### src/rtl/cpe_cpu_pkg.sv
// Shared CPU definitions: condition-flag bit positions, flag vector type and
// the flag-readiness state encoding used by status_flags_unit.
package cpe_cpu_pkg;

    localparam int FLAG_Z = 0;
    localparam int FLAG_N = 1;
    localparam int FLAG_C = 2;
    localparam int FLAG_V = 3;
    localparam int FLAG_W = 4;

    typedef logic [FLAG_W-1:0] flags_t;

    typedef enum logic {
        ST_READY   = 1'b0,
        ST_PENDING = 1'b1
    } flag_state_e;

endpackage

### src/rtl/flag_pend_counter.sv
// Saturating up/down counter of in-flight flag writers with synchronous clear.
// zero_o reports the next count value so the owner can register readiness with it.
module flag_pend_counter #(
    parameter int MAX_COUNT = 3,
    parameter int CNT_W     = $clog2(MAX_COUNT + 1)
) (
    input  logic             clk_i,
    input  logic             rst_i,
    input  logic             clear_i,
    input  logic             inc_i,
    input  logic             dec_i,
    output logic [CNT_W-1:0] count_o,
    output logic             zero_o,
    output logic             ovf_err_o,
    output logic             unf_err_o
);

    localparam logic [CNT_W-1:0] MAX_C = CNT_W'(MAX_COUNT);

    logic [CNT_W-1:0] count_q, count_d;
    logic             dec_ok, inc_ok;

    always_comb begin
        unf_err_o = dec_i && (count_q == '0);
        dec_ok    = dec_i && !unf_err_o;
        // a simultaneous legal decrement makes room, so a full counter is no overflow then
        ovf_err_o = !clear_i && inc_i && !dec_ok && (count_q == MAX_C);
        inc_ok    = inc_i && !ovf_err_o;
        count_d   = count_q;
        if (clear_i) begin
            count_d = '0;
        end else if (inc_ok && !dec_ok) begin
            count_d = count_q + 1'b1;
        end else if (dec_ok && !inc_ok) begin
            count_d = count_q - 1'b1;
        end
        zero_o = (count_d == '0);
    end

    always_ff @(posedge clk_i) begin
        if (rst_i) begin
            count_q <= '0;
        end else begin
            count_q <= count_d;
        end
    end

    assign count_o = count_q;

endmodule

### src/rtl/status_flags_unit.sv
// Condition-flag register with pending-writer tracking and a one-level shadow.
// Optional build macro FLAG_FORWARD_EN forwards the final flag update combinationally.
module status_flags_unit #(
    parameter int FLAG_W      = cpe_cpu_pkg::FLAG_W,
    parameter int MAX_PENDING = 3,
    parameter int CNT_W       = $clog2(MAX_PENDING + 1)
) (
    input  logic              clk,
    input  logic              rst,
    input  logic              issue_setf,
    input  logic              alu_flags_valid,
    input  logic [FLAG_W-1:0] alu_flags,
    input  logic              flush,
    input  logic              wr_en,
    input  logic [FLAG_W-1:0] wr_data,
    input  logic              save,
    input  logic              restore,
    output logic [FLAG_W-1:0] flags_out,
    output logic              flags_ready,
    output logic [CNT_W-1:0]  pend_cnt,
    output logic              proto_err
);
    import cpe_cpu_pkg::*;

    logic [FLAG_W-1:0] flags_q, flags_d;
    logic [FLAG_W-1:0] shadow_q, shadow_d;
    logic              shadow_valid_q, shadow_valid_d;
    logic              proto_err_q, proto_err_d;
    flag_state_e       state_q, state_d;
    logic              cnt_zero_next, ovf_err, unf_err;
    logic              retire_ok, restore_ok;

    flag_pend_counter #(
        .MAX_COUNT (MAX_PENDING),
        .CNT_W     (CNT_W)
    ) u_pend (
        .clk_i     (clk),
        .rst_i     (rst),
        .clear_i   (flush),
        .inc_i     (issue_setf),
        .dec_i     (alu_flags_valid),
        .count_o   (pend_cnt),
        .zero_o    (cnt_zero_next),
        .ovf_err_o (ovf_err),
        .unf_err_o (unf_err)
    );

    always_comb begin
        restore_ok = restore && shadow_valid_q;
        retire_ok  = alu_flags_valid && !unf_err;

        flags_d = flags_q;
        if (restore_ok) begin
            flags_d = shadow_q;
        end else if (wr_en) begin
            flags_d = wr_data;
        end else if (retire_ok) begin
            flags_d = alu_flags;
        end

        // save always captures the pre-update flags, which also yields the swap case
        shadow_d       = shadow_q;
        shadow_valid_d = shadow_valid_q;
        if (save) begin
            shadow_d       = flags_q;
            shadow_valid_d = 1'b1;
        end else if (restore) begin
            shadow_valid_d = 1'b0;
        end

        proto_err_d = proto_err_q || ovf_err || unf_err || (restore && !shadow_valid_q);
        state_d     = cnt_zero_next ? ST_READY : ST_PENDING;
    end

    always_ff @(posedge clk) begin
        if (rst) begin
            flags_q        <= '0;
            shadow_q       <= '0;
            shadow_valid_q <= 1'b0;
            proto_err_q    <= 1'b0;
            state_q        <= ST_READY;
        end else begin
            flags_q        <= flags_d;
            shadow_q       <= shadow_d;
            shadow_valid_q <= shadow_valid_d;
            proto_err_q    <= proto_err_d;
            state_q        <= state_d;
        end
    end

    assign proto_err = proto_err_q;

`ifdef FLAG_FORWARD_EN
    logic flag_upd;
    assign flag_upd = restore_ok || wr_en || retire_ok;

    always_comb begin
        flags_out   = flags_q;
        flags_ready = (state_q == ST_READY);
        if (!rst && cnt_zero_next && flag_upd) begin
            flags_out   = flags_d;
            flags_ready = 1'b1;
        end
    end
`else
    assign flags_out   = flags_q;
    assign flags_ready = (state_q == ST_READY);
`endif

endmodule

### config.mk
export PLATFORM = sky130hd
export DESIGN_NAME = status_flags_unit
export DESIGN_NICKNAME = d
export VERILOG_FILES = /design/src/rtl/cpe_cpu_pkg.sv /design/src/rtl/flag_pend_counter.sv /design/src/rtl/status_flags_unit.sv
export SDC_FILE = /design/constraint.sdc
export NUM_CORES = 1
export LEC_CHECK = 0
export CAP_MARGIN = 5
export CELL_PAD_IN_SITES_DETAIL_PLACEMENT = 1
export CELL_PAD_IN_SITES_GLOBAL_PLACEMENT = 1
export CORE_MARGIN = 3
export CORE_UTILIZATION = 35
export CTS_BUF_LIST = sky130_fd_sc_hd__clkbuf_4
export CTS_CLUSTER_DIAMETER = 150
export CTS_CLUSTER_SIZE = 30
export DETAILED_ROUTE_END_ITERATION = 16
export PLACE_DENSITY = 0.88
export SLEW_MARGIN = 0
export SYNTH_ARGS = -nofsm -noshare
export SYNTH_HDL_FRONTEND = slang
export SYNTH_SLANG_ARGS = --single-unit
### constraint.sdc
create_clock -name clk -period 4.1 [get_ports clk]
set_clock_uncertainty 0.1 [all_clocks]
set_input_delay 0.82 -clock clk [delete_from_list [all_inputs] [get_ports clk]]
set_output_delay 0.82 -clock clk [all_outputs]
set_load 0.01 [all_outputs]
Word level (Yosys, flattened, before mapping)
Index checks and enable logic that the tools add are counted.
{"block": "classes", "n_reduce_logical": 23, "n_eq_ne": 1, "muxes": 9, "addsub": 2, "bitwise": 1}
{"op": "two-way mux 4 bit", "n": 3}
{"op": "logical AND 1 bit", "n": 10}
{"op": "zero test 1 bit", "n": 6}
{"op": "two-way mux 2 bit", "n": 3}
{"op": "zero test 2 bit", "n": 2}
{"op": "logical OR 1 bit", "n": 3}
{"op": "two-way mux 1 bit", "n": 3}
{"op": "nonzero test 3 bit", "n": 1}
{"op": "adder 2 x 1 -> 2 bit (second input constant)", "n": 1}
{"op": "equality test 2 bit (second input constant)", "n": 1}
{"op": "nonzero test 2 bit", "n": 1}
{"op": "subtractor 2 x 1 -> 2 bit (second input constant)", "n": 1}
{"op": "inverter 1 bit", "n": 1}
{"block": "word_totals", "out_inout_bits": 8, "wordCells": 42, "inputBits": 16, "register_bits": 13}

Longest topological paths before layout
Gate-level depths: netlist of run 1.
{"block": "depth", "depth_word": 16, "mapped_depth": 7, "mapped_depth_nobuf": 6}

Modules after synthesis
Synthesis of run 1 repeated with hierarchy kept, for this count alone.
{"block": "unflattened", "hier_cells": 76, "area_unflattened_um2": 694.4}
{"module": "status_flags_unit", "seq_area_each_um2": 220.2, "cells_per_inst": 51, "n_inst": 1, "area_each_um2": 483.0}
{"module": "flag_pend_counter", "seq_area_each_um2": 40.0, "cells_per_inst": 25, "n_inst": 1, "area_each_um2": 211.5}

Least setup slack after synthesis of run 1
No wires, ideal clock.
{"block": "synth_timing", "path_kind": "in2reg", "startpoint": "input port issue_setf", "endpoint": "register state_q", "required_time_ns": 3.897, "arrival_time_ns": 1.636, "setup_ns": 0.103, "path_stages": 4, "slack_ns": 2.260, "n_path_buf": 1, "path_cell_list": "or3b_1 -> buf_2 -> and4_4 -> a2111oi_2"}
{"block": "synth_between", "elab_chain_cells": 12, "elab_cells_between_ends": 13, "classes_between": "mux (4); reduce/logical (9)"}
{"element": "start, declared", "line": "status_flags_unit.sv:10", "source": "input logic issue_setf,"}
{"element": "logical AND 1 bit (3 in a row)", "line": "flag_pend_counter.sv:27", "source": "ovf_err_o = !clear_i && inc_i && !dec_ok && (count_q == MAX_C);"}
{"element": "zero test 1 bit", "line": "flag_pend_counter.sv:28", "source": "inc_ok = inc_i && !ovf_err_o;"}
{"element": "logical AND 1 bit *", "line": "flag_pend_counter.sv:28"}
{"element": "zero test 1 bit", "line": "flag_pend_counter.sv:34", "source": "end else if (dec_ok && !inc_ok) begin"}
{"element": "logical AND 1 bit", "line": "flag_pend_counter.sv:34"}
{"element": "two-way mux 2 bit", "line": "flag_pend_counter.sv:34"}
{"element": "two-way mux 2 bit *", "line": "flag_pend_counter.sv:32", "source": "end else if (inc_ok && !dec_ok) begin"}
{"element": "two-way mux 2 bit *", "line": "flag_pend_counter.sv:30", "source": "if (clear_i) begin"}
{"element": "zero test 2 bit *", "line": "flag_pend_counter.sv:37", "source": "zero_o = (count_d == '0);"}
{"element": "two-way mux 1 bit *", "line": "status_flags_unit.sv:72", "source": "state_d = cnt_zero_next ? ST_READY : ST_PENDING;"}
{"element": "end signal, assigned", "line": "status_flags_unit.sv:87", "source": "state_q <= state_d;"}
{"element": "end, declared", "line": "status_flags_unit.sv:29", "source": "flag_state_e state_q, state_d;"}
Mark *: on every way between the ends. The rest lies on a longest branch, timed or not.
A chain may end at the register's enable or synchronous reset.

Worst setup path in the final report of run 1
{"block": "layout_timing", "startpoint": "register u_pend.count_q[0] (netlist: u_pend.count_o[0])", "endpoint": "output port pend_cnt[0]"}
{"element": "start, declared", "line": "flag_pend_counter.sv:20", "source": "logic [CNT_W-1:0] count_q, count_d;"}
{"element": "start signal, assigned", "line": "flag_pend_counter.sv:44", "source": "count_q <= count_d;"}
{"element": "end, declared", "line": "status_flags_unit.sv:20", "source": "output logic [CNT_W-1:0] pend_cnt,"}
No word-level cell between the ends.

==> results of run 1 <==
==> state kept, by name, indices dropped and copies added, names as in the netlist <==
name and cells:
proto_err 1, shadow_valid_q 1, state_q 1, u_pend.count_o 2, flags_out 4, shadow_q 4
==> layout make-up <==
class	instances	area [µm²]
clock buffers	4	30.0
flip-flops and latches	13	260
multi-input cells	57	387
repair buffers	23	230
well taps	25	31.3
fillers	211	826
inverters	5	18.8
==> cells by family (layout without fill, tap and decap cells) <==
| logic type | count (synthesis) | in the layout | synth area share, % |
|---|---|---|---|
| adders and majority gates | 2 | 2 | 3.67 |
| buffers and inverters | 9 | 32 | 5.14 |
| DFF | 13 | 13 | 38.2 |
| AOI/OAI and AO/OA | 18 | 18 | 17.4 |
| muxes | 9 | 9 | 13.2 |
| and+or+nand+nor | 28 | 28 | 22.4 |
==> worst min-delay path by stage <==
stage                              start                   endpoint  slack [ns]  depth (start not counted)
2_1_floorplan   shadow_q[0]$_SDFFE_PP0P_   shadow_q[0]$_SDFFE_PP0P_        0.36                          2
3_3_place_gp    shadow_q[0]$_SDFFE_PP0P_   shadow_q[0]$_SDFFE_PP0P_        0.38                          2
3_5_place_dp   flags_out[0]$_SDFFE_PP0P_  flags_out[0]$_SDFFE_PP0P_        0.39                          2
4_1_cts        flags_out[3]$_SDFFE_PP0P_  flags_out[3]$_SDFFE_PP0P_        0.40                          2
5_1_grt        flags_out[0]$_SDFFE_PP0P_  flags_out[0]$_SDFFE_PP0P_        0.42                          2
6_report       flags_out[3]$_SDFFE_PP0P_  flags_out[3]$_SDFFE_PP0P_        0.39                          2
==> layout by cell type (no fill, tap or decap), drive strengths merged <==
master,count
a311o,1
a31oi,2
inv,5
a21o,1
ha,2
a21oi,7
nand3,9
o21ai,5
and2,1
clkdlybuf4s50,23
or3b,1
nand2b,1
nand3b,1
mux2i,9
dfxtp,13
nor2,6
clkbuf,4
a2111oi,1
nand2,7
and4,1
nor2b,1
a211oi,1
==> per-stage QoR <==
stage | util [%] | hold WS (ns)
after floorplan | - | 0.361
after global placement | 52.0 | 0.383
after detailed placement | 52.0 | 0.388
after CTS | 53.7 | 0.398
after global routing | 53.7 | 0.416
final | 53.7 | 0.389
==> power breakdown <==
group          total (mW)  switching (mW)  internal (mW)
Sequential          0.141         0.00649          0.134
Combinational      0.0680          0.0300         0.0381
Clock              0.0852          0.0409         0.0443
==> metal layers <==
metal | routed length, µm | global-route usage (%) | vias up
met2 | 813 | 25.0 | 23
met1 | 750 | 17.8 | 298
met4 | 14 | 5.53 | 0
li1 | - | - | 325
met5 | 0 | 0 | -
met3 | 151 | 5.34 | 2
==> impl_metrics.ini, run 1 <==
[placement]
hpwl_um = 1380
routabilityCongestion = 0.839
dp_slack_ns = 1.71
place_area_um2 = 927
io_buffers = 23
dp.cells = 123

[critical_path]
cp_slowest_cell = clkdlybuf4s50_1
worstPathMaxFanout = 6
critical_path.startpoint_type = flip-flop
path_cells = clkdlybuf4s50_1
critical_path_required_ns = 3.18
critical_path_depth = 1
reg2reg_depth = 6
end_kind = output port
r2r_end = state_q$_SDFF_PP0_
crit_type = flip-flop to output port
timing.rr.start = u_pend.count_o[0]$_SDFF_PP0_
cp.buffers_inverters = 1
critPathCapture = pend_cnt[0]
cpLargestDelayFamily = buffers and inverters
cp.arrival_ns = 1.30
cp-startpoint = u_pend.count_o[0]$_SDFF_PP0_
cpPeakStageDelay_ns = 0.58
r2r_slack_ns = 2.21

[synthesis]
yosysTopAreaCell = dfxtp_1
synth.net_count = 97
synth_area_leaders = dfxtp_1 38%, mux2i_1 13%, nand3_1 6.6%, a21oi_1 5.1%, nand2_1 3.9%
yosysWarnings = 0
yosysUniqueCellTypes = 22
synthArstFlopShare_pct = 0
yosys_register_bits = 13
synthMostInstantiatedCell = dfxtp_1
synth_commonest_cells = 13 x dfxtp_1, 9 x mux2i_1, 9 x nand3_1
synth_area_um2 = 682
yosysSeqAreaShare_pct = 38.2
synth_top_area_share_pct = 38.2
avgSynthCellArea_um2 = 8.63
synth_ff_type = dfxtp_1
synthCells = 79
synth-edff-count = 0

[layout]
drive_above_1_share_pct = 8.82
diodes = 0
final_cells = 127
syn2layout_area_growth_pct = 40.4
final_cell_area_um2 = 957
fin_nets = 121

[routing]
wl_per_cell_um = 13.6
vias = 648
dr.pass1.iters = 4
via_per_inst = 5.10
first_iter_violations = 4
drt-total-wl_um = 1730
antenna_left = 0
drc = 0

[grt]
grt_max_degree = 14
grt_usage_pct = 15.1
grt_overflow = 0
grt_pass1_vias = 675
grt_pass1_wl_um = 2980
antenna_found_initial = 0

[timing]
hold_viol_final = 0
finalCritPeriodShare_pct = 54.2
setup_tns_ns = 0
setup_viol = 0
max_slew.worst_pin.slew_ns = 0.512
fin_crit_ns = 2.22
report.final.slew_viol_count = 0
rsz0062_at_grt = false
fmax_ghz = 0.450
worst_slack_ns = 1.88
slew_headroom_pct = 65.7

[cts]
clk_pin_slew_ns = 0.08
cts_post_setup_buffers_inserted = 0
clk_latency_ns = 0.27
cts_buffer_depth = 2
cts-htree-levels = 1
cts_buffers = 3
cts_hold_buffers = 0
cts_tree = yes
clockRootBuffer = clkbuf_4
postCtsResizedCells = 0
cts.sinks = 13

[power_and_ir_drop]
power_leakage_nw = 0.378
p_per_area_nw_per_um2 = 307
p_total_mw = 0.294
ir_drop_mv = 0.205

[floorplan]
coreArea_um2 = 1780
initial_utilization_pct = 38.2
die_w_um = 50.1
die_area_um2 = 2510
dieHeight_um = 50.1
rows = 15
ioPinCount = 24

[outcome]
status = finished, final reports clean

[job]
drv_cap = 0

[worst_hold_path]
hold_class = flip-flop to flip-flop
Note: power is estimated with default switching activity, not from simulation.
==> inputs of run 2 (changes only) <==
--- a/config.mk
+++ b/config.mk
@@ -9,12 +9,12 @@
 export CELL_PAD_IN_SITES_DETAIL_PLACEMENT = 1
 export CELL_PAD_IN_SITES_GLOBAL_PLACEMENT = 1
 export CORE_MARGIN = 3
-export CORE_UTILIZATION = 35
+export CORE_UTILIZATION = 33
 export CTS_BUF_LIST = sky130_fd_sc_hd__clkbuf_4
 export CTS_CLUSTER_DIAMETER = 150
 export CTS_CLUSTER_SIZE = 30
 export DETAILED_ROUTE_END_ITERATION = 16
-export PLACE_DENSITY = 0.88
+export PLACE_DENSITY = 0.84
 export SLEW_MARGIN = 0
 export SYNTH_ARGS = -nofsm -noshare
 export SYNTH_HDL_FRONTEND = slang
==> constraint.sdc (replaced) <==
create_clock -name clk -period 2.3 [get_ports clk]
set_clock_uncertainty 0.1 [all_clocks]
set_input_delay 0.46 -clock clk [delete_from_list [all_inputs] [get_ports clk]]
set_output_delay 0.46 -clock clk [all_outputs]
set_load 0.01 [all_outputs]
==> impl_metrics.ini, run 2 (same netlist as run 1, synthesis figures left out) <==
[outcome]
status = finished, final reports clean

[routing]
antenna_left = 0
dr.pass1.iters = 4
wl_per_cell_um = 13.7
drt-total-wl_um = 1770
via_per_inst = 5.26
first_iter_violations = 5
drc = 0
vias = 678

[power_and_ir_drop]
p_sw_mw = 0.137
ir_drop_mv = 0.311
p_sw_share_pct = 26.1
p_total_mw = 0.525
p_per_area_nw_per_um2 = 540
power.share.clock_pct = 28.8
pwr-share-seq_pct = 47.8
combPwrFrac_pct = 23.5
power.internal_mw = 0.388
power_leakage_nw = 0.387

[floorplan]
dieHeight_um = 51.5
coreArea_um2 = 1840
rows = 15
initial_utilization_pct = 37.1
die_area_um2 = 2650
die_w_um = 51.5
ioPinCount = 24

[cts]
postCtsResizedCells = 0
cts_hold_buffers = 0
cts_tree = yes
cts.sinks = 13
cts_buffer_depth = 2
cts_post_setup_buffers_inserted = 0
cts_buffers = 3
clockRootBuffer = clkbuf_4
clk_latency_ns = 0.27
clk_pin_slew_ns = 0.08
cts-htree-levels = 1

[timing]
setup_viol = 0
report.final.slew_viol_count = 0
max_slew.worst_pin.slew_ns = 0.352
fin_hold_ws_ns = 0.391
fin_crit_ns = 1.89
fmax_ghz = 0.530
hold_viol_final = 0
finalCritPeriodShare_pct = 82.0
slew_headroom_pct = 76.5
setup_tns_ns = 0
rsz0062_at_grt = false

[grt]
grt_pass1_wl_um = 3030
antenna_found_initial = 0
grt_max_degree = 9
grt_usage_pct = 15.5
grt_overflow = 0
grt_pass1_vias = 703

[placement]
io_buffers = 23
hpwl_um = 1430
routabilityCongestion = 0.758

[layout]
fin_nets = 123
syn2layout_area_growth_pct = 42.6
final_common_cell = clkdlybuf4s50_1
final_cell_mix = 23 x clkdlybuf4s50_1, 13 x dfxtp_1, 9 x mux2i_1, 9 x nand3_1
drive_above_1_share_pct = 10.6
diodes = 0

[critical_path]
end_kind = flip-flop
cp_slowest_cell = dfxtp_1
critical_path_required_ns = 2.38
path_cells = inv_1 > ha_1 > nand2b_1 > nand3b_4 > mux2i_1 > a2111oi_2
critical_path.startpoint_type = flip-flop
cpPeakStageDelay_ns = 0.44
crit_type = flip-flop to flip-flop
cp.arrival_ns = 1.96
worstPathMaxFanout = 7

[worst_hold_path]
hold_class = flip-flop to flip-flop

[job]
drv_cap = 0
run 2: cell count changes in the layout (fill, tap and decap cells not counted):
cell	change
buf_4	+2
run 2: power by group through the flow:
stage	combinational, mW	sequential [mW]	clock, mW
finish	0.123	0.251	0.151
global placement	0.121	0.256	0
detailed placement	0.124	0.257	0
floorplan	0.0574	0.258	0
CTS	0.125	0.252	0.158
global route	0.135	0.253	0.169
run 2: per-layer routing:
layer | vias to the layer above | part of all wire [%] | GRT usage [%]
met1 | 318 | 41 | 16.3
met2 | 23 | 48 | 25.8
met3 | 7 | 7.6 | 4.37
met5 | - | 0 | 0
met4 | 0 | 3.9 | 11.4
li1 | 330 | - | -
run 2: critical path: cells and delay by family (launching register included):
family / cells / cell delay, ns
compound gates: 1 / 0.34
fa+ha+maj: 1 / 0.23
buf+inv: 1 / 0.10
flops: 1 / 0.44
mux: 1 / 0.10
simple gates: 2 / 0.49
run 2: path summary, 6_finish.rpt:
path | from | end | cells past startpoint | slack (ns)
min | flags_out[2]$_SDFFE_PP0P_ | flags_out[2]$_SDFFE_PP0P_ | 2 | 0.39
min reg2reg | flags_out[2]$_SDFFE_PP0P_ | flags_out[2]$_SDFFE_PP0P_ | 2 | 0.39
max reg2reg | u_pend.count_o[0]$_SDFF_PP0_ | state_q$_SDFF_PP0_ | 6 | 0.41
max | u_pend.count_o[0]$_SDFF_PP0_ | state_q$_SDFF_PP0_ | 6 | 0.41
run 2: area by class of cell:
cell class                      count  area, µm²
Timing Repair Buffer               25        245
Inverter                            5       18.8
Fill cell                         239        867
Tap cell                           25       31.3
Clock buffer                        4       30.0
Sequential cell                    13        260
Multi-Input combinational cell     57        387
run 2: per-stage QoR:
step           area (µm²)  instances  utilization [%]  setup slack (ns)
5_1_grt               972        129             52.9             0.301
6_report              972        129             52.9             0.413
3_5_place_dp          942        125             51.2             0.291
4_1_cts               972        129             52.9             0.403
3_3_place_gp          942        125             51.2             0.310
2_1_floorplan         682         79                -             0.517
==> inputs of run 3 (changes only) <==
==> constraint.sdc (replaced) <==
create_clock -name clk -period 1.9 [get_ports clk]
set_clock_uncertainty 0.1 [all_clocks]
set_input_delay 0.38 -clock clk [delete_from_list [all_inputs] [get_ports clk]]
set_output_delay 0.38 -clock clk [all_outputs]
set_load 0.01 [all_outputs]
==> impl_metrics.ini, run 3 (same netlist as run 1, synthesis figures left out) <==
[outcome]
status = finished, final reports clean

[cts]
cts.sinks = 13
clockRootBuffer = clkbuf_4
cts_buffers = 3
postCtsResizedCells = 0
cts_tree = yes
cts_post_setup_buffers_inserted = 0
cts-htree-levels = 1
clk_latency_ns = 0.27
cts_buffer_depth = 2
cts_hold_buffers = 0
clk_pin_slew_ns = 0.08

[power_and_ir_drop]
ir_drop_mv = 0.381
power_leakage_nw = 0.422
p_total_mw = 0.658
p_per_area_nw_per_um2 = 642

[critical_path]
cpPeakStageDelay_ns = 0.54
timing.rr.start = u_pend.count_o[0]$_SDFF_PP0_
cpLargestDelayFamily = buffers and inverters
critical_path_required_ns = 1.42
r2r_end = state_q$_SDFF_PP0_
cp.arrival_ns = 1.34
cp.buffers_inverters = 2
critical_path.startpoint_type = flip-flop
end_kind = output port
crit_type = flip-flop to output port
r2r_slack_ns = 0.12
cp_slowest_cell = clkdlybuf4s50_1
reg2reg_depth = 5
path_cells = buf_4 > clkdlybuf4s50_1
worstPathMaxFanout = 5

[layout]
fin_nets = 130
final_cell_mix = 23 x clkdlybuf4s50_1, 13 x dfxtp_1, 9 x mux2i_1, 9 x nand3_1, 9 x buf_4
diodes = 0
fillers = 238
syn2layout_area_growth_pct = 50.3
drive_above_1_share_pct = 16.2
final_common_cell = clkdlybuf4s50_1

[grt]
grt_pass1_vias = 771
grt_pass1_wl_um = 3620
grt_usage_pct = 18.0
antenna_found_initial = 0
grt_overflow = 0
grt_max_degree = 11

[floorplan]
initial_utilization_pct = 37.1
ioPinCount = 24
rows = 15
die_w_um = 51.5
coreArea_um2 = 1840
die_area_um2 = 2650
dieHeight_um = 51.5

[worst_hold_path]
hold_end = flags_out[3]$_SDFFE_PP0P_
min_from = flags_out[3]$_SDFFE_PP0P_
hold_depth = 2
hold_class = flip-flop to flip-flop

[routing]
dr.pass1.iters = 4
first_iter_violations = 11
drc = 0
drt-total-wl_um = 2100
antenna_left = 0
via_per_inst = 5.18
vias = 704
wl_per_cell_um = 15.4

[timing]
fin_crit_ns = 1.82
rsz0062_at_grt = false
report.final.slew_viol_count = 0
finalCritPeriodShare_pct = 95.7
max_slew.worst_pin.slew_ns = 0.311
setup_viol = 0
hold_viol_final = 0
setup_tns_ns = 0
fmax_ghz = 0.550
slew_headroom_pct = 79.2

[job]
drv_cap = 0

[placement]
io_buffers = 23
hpwl_um = 1650
routabilityCongestion = 0.781
[run 3: worst min-delay path, stage by stage (launching register included)]
cell and delay (ns):
dfxtp_1 0.33, nand3_1 0.06, a21oi_1 0.05
[run 3: report_power, final]
part           total, mW  switching (mW)  leakage [nW]  internal [mW]
sequential         0.302          0.0129         0.107          0.289
clock              0.189          0.0931        0.0184         0.0955
combinational      0.167          0.0728         0.296         0.0943
[run 3: how the worst max path moves through the flow]
stage                                            start            endpoint  slack (ns)  cells after the start
after floorplan           u_pend.count_o[0]$_SDFF_PP0_  state_q$_SDFF_PP0_        0.12                      6
after global placement                 alu_flags_valid  state_q$_SDFF_PP0_        0.02                      4
after detailed placement               alu_flags_valid  state_q$_SDFF_PP0_       -0.04                      4
after CTS                 u_pend.count_o[0]$_SDFF_PP0_         pend_cnt[0]        0.08                      2
after global routing      u_pend.count_o[0]$_SDFF_PP0_  state_q$_SDFF_PP0_       0.001                      5
final                     u_pend.count_o[0]$_SDFF_PP0_         pend_cnt[0]        0.08                      2
[run 3: cell type report]
| cell class | instances | area (µm²) | area share [%] |
|---|---|---|---|
| clock buffers | 4 | 30.0 | 2.93 |
| repair buffers | 32 | 298 | 29.1 |
| multi-input cells | 57 | 387 | 37.7 |
| flip-flops and latches | 13 | 260 | 25.4 |
| inverters | 5 | 18.8 | 1.83 |
| well taps | 25 | 31.3 | 3.05 |
[run 3: per-stage QoR]
| step | hold slack, ns | instances | cell area, µm² | util (%) | worst slack, ns |
|---|---|---|---|---|---|
| floorplan | 0.345 | 79 | 682 | - | 0.117 |
| global placement | 0.369 | 132 | 995 | 54.1 | 0.0183 |
| detailed placement | 0.384 | 132 | 995 | 54.1 | -0.0401 |
| CTS | 0.398 | 136 | 1020 | 55.7 | 0.0782 |
| global route | 0.442 | 136 | 1020 | 55.7 | 0.00136 |
| finish | 0.391 | 136 | 1020 | 55.7 | 0.0825 |
[run 3: routing by layer]
layer  up-vias  track usage, %  share of wire, %
li1        344               -                 -
met3         4            3.79               6.6
met5         -               0                 0
met4         0            5.24               1.2
met1       334            20.2                41
met2        22            33.5                51
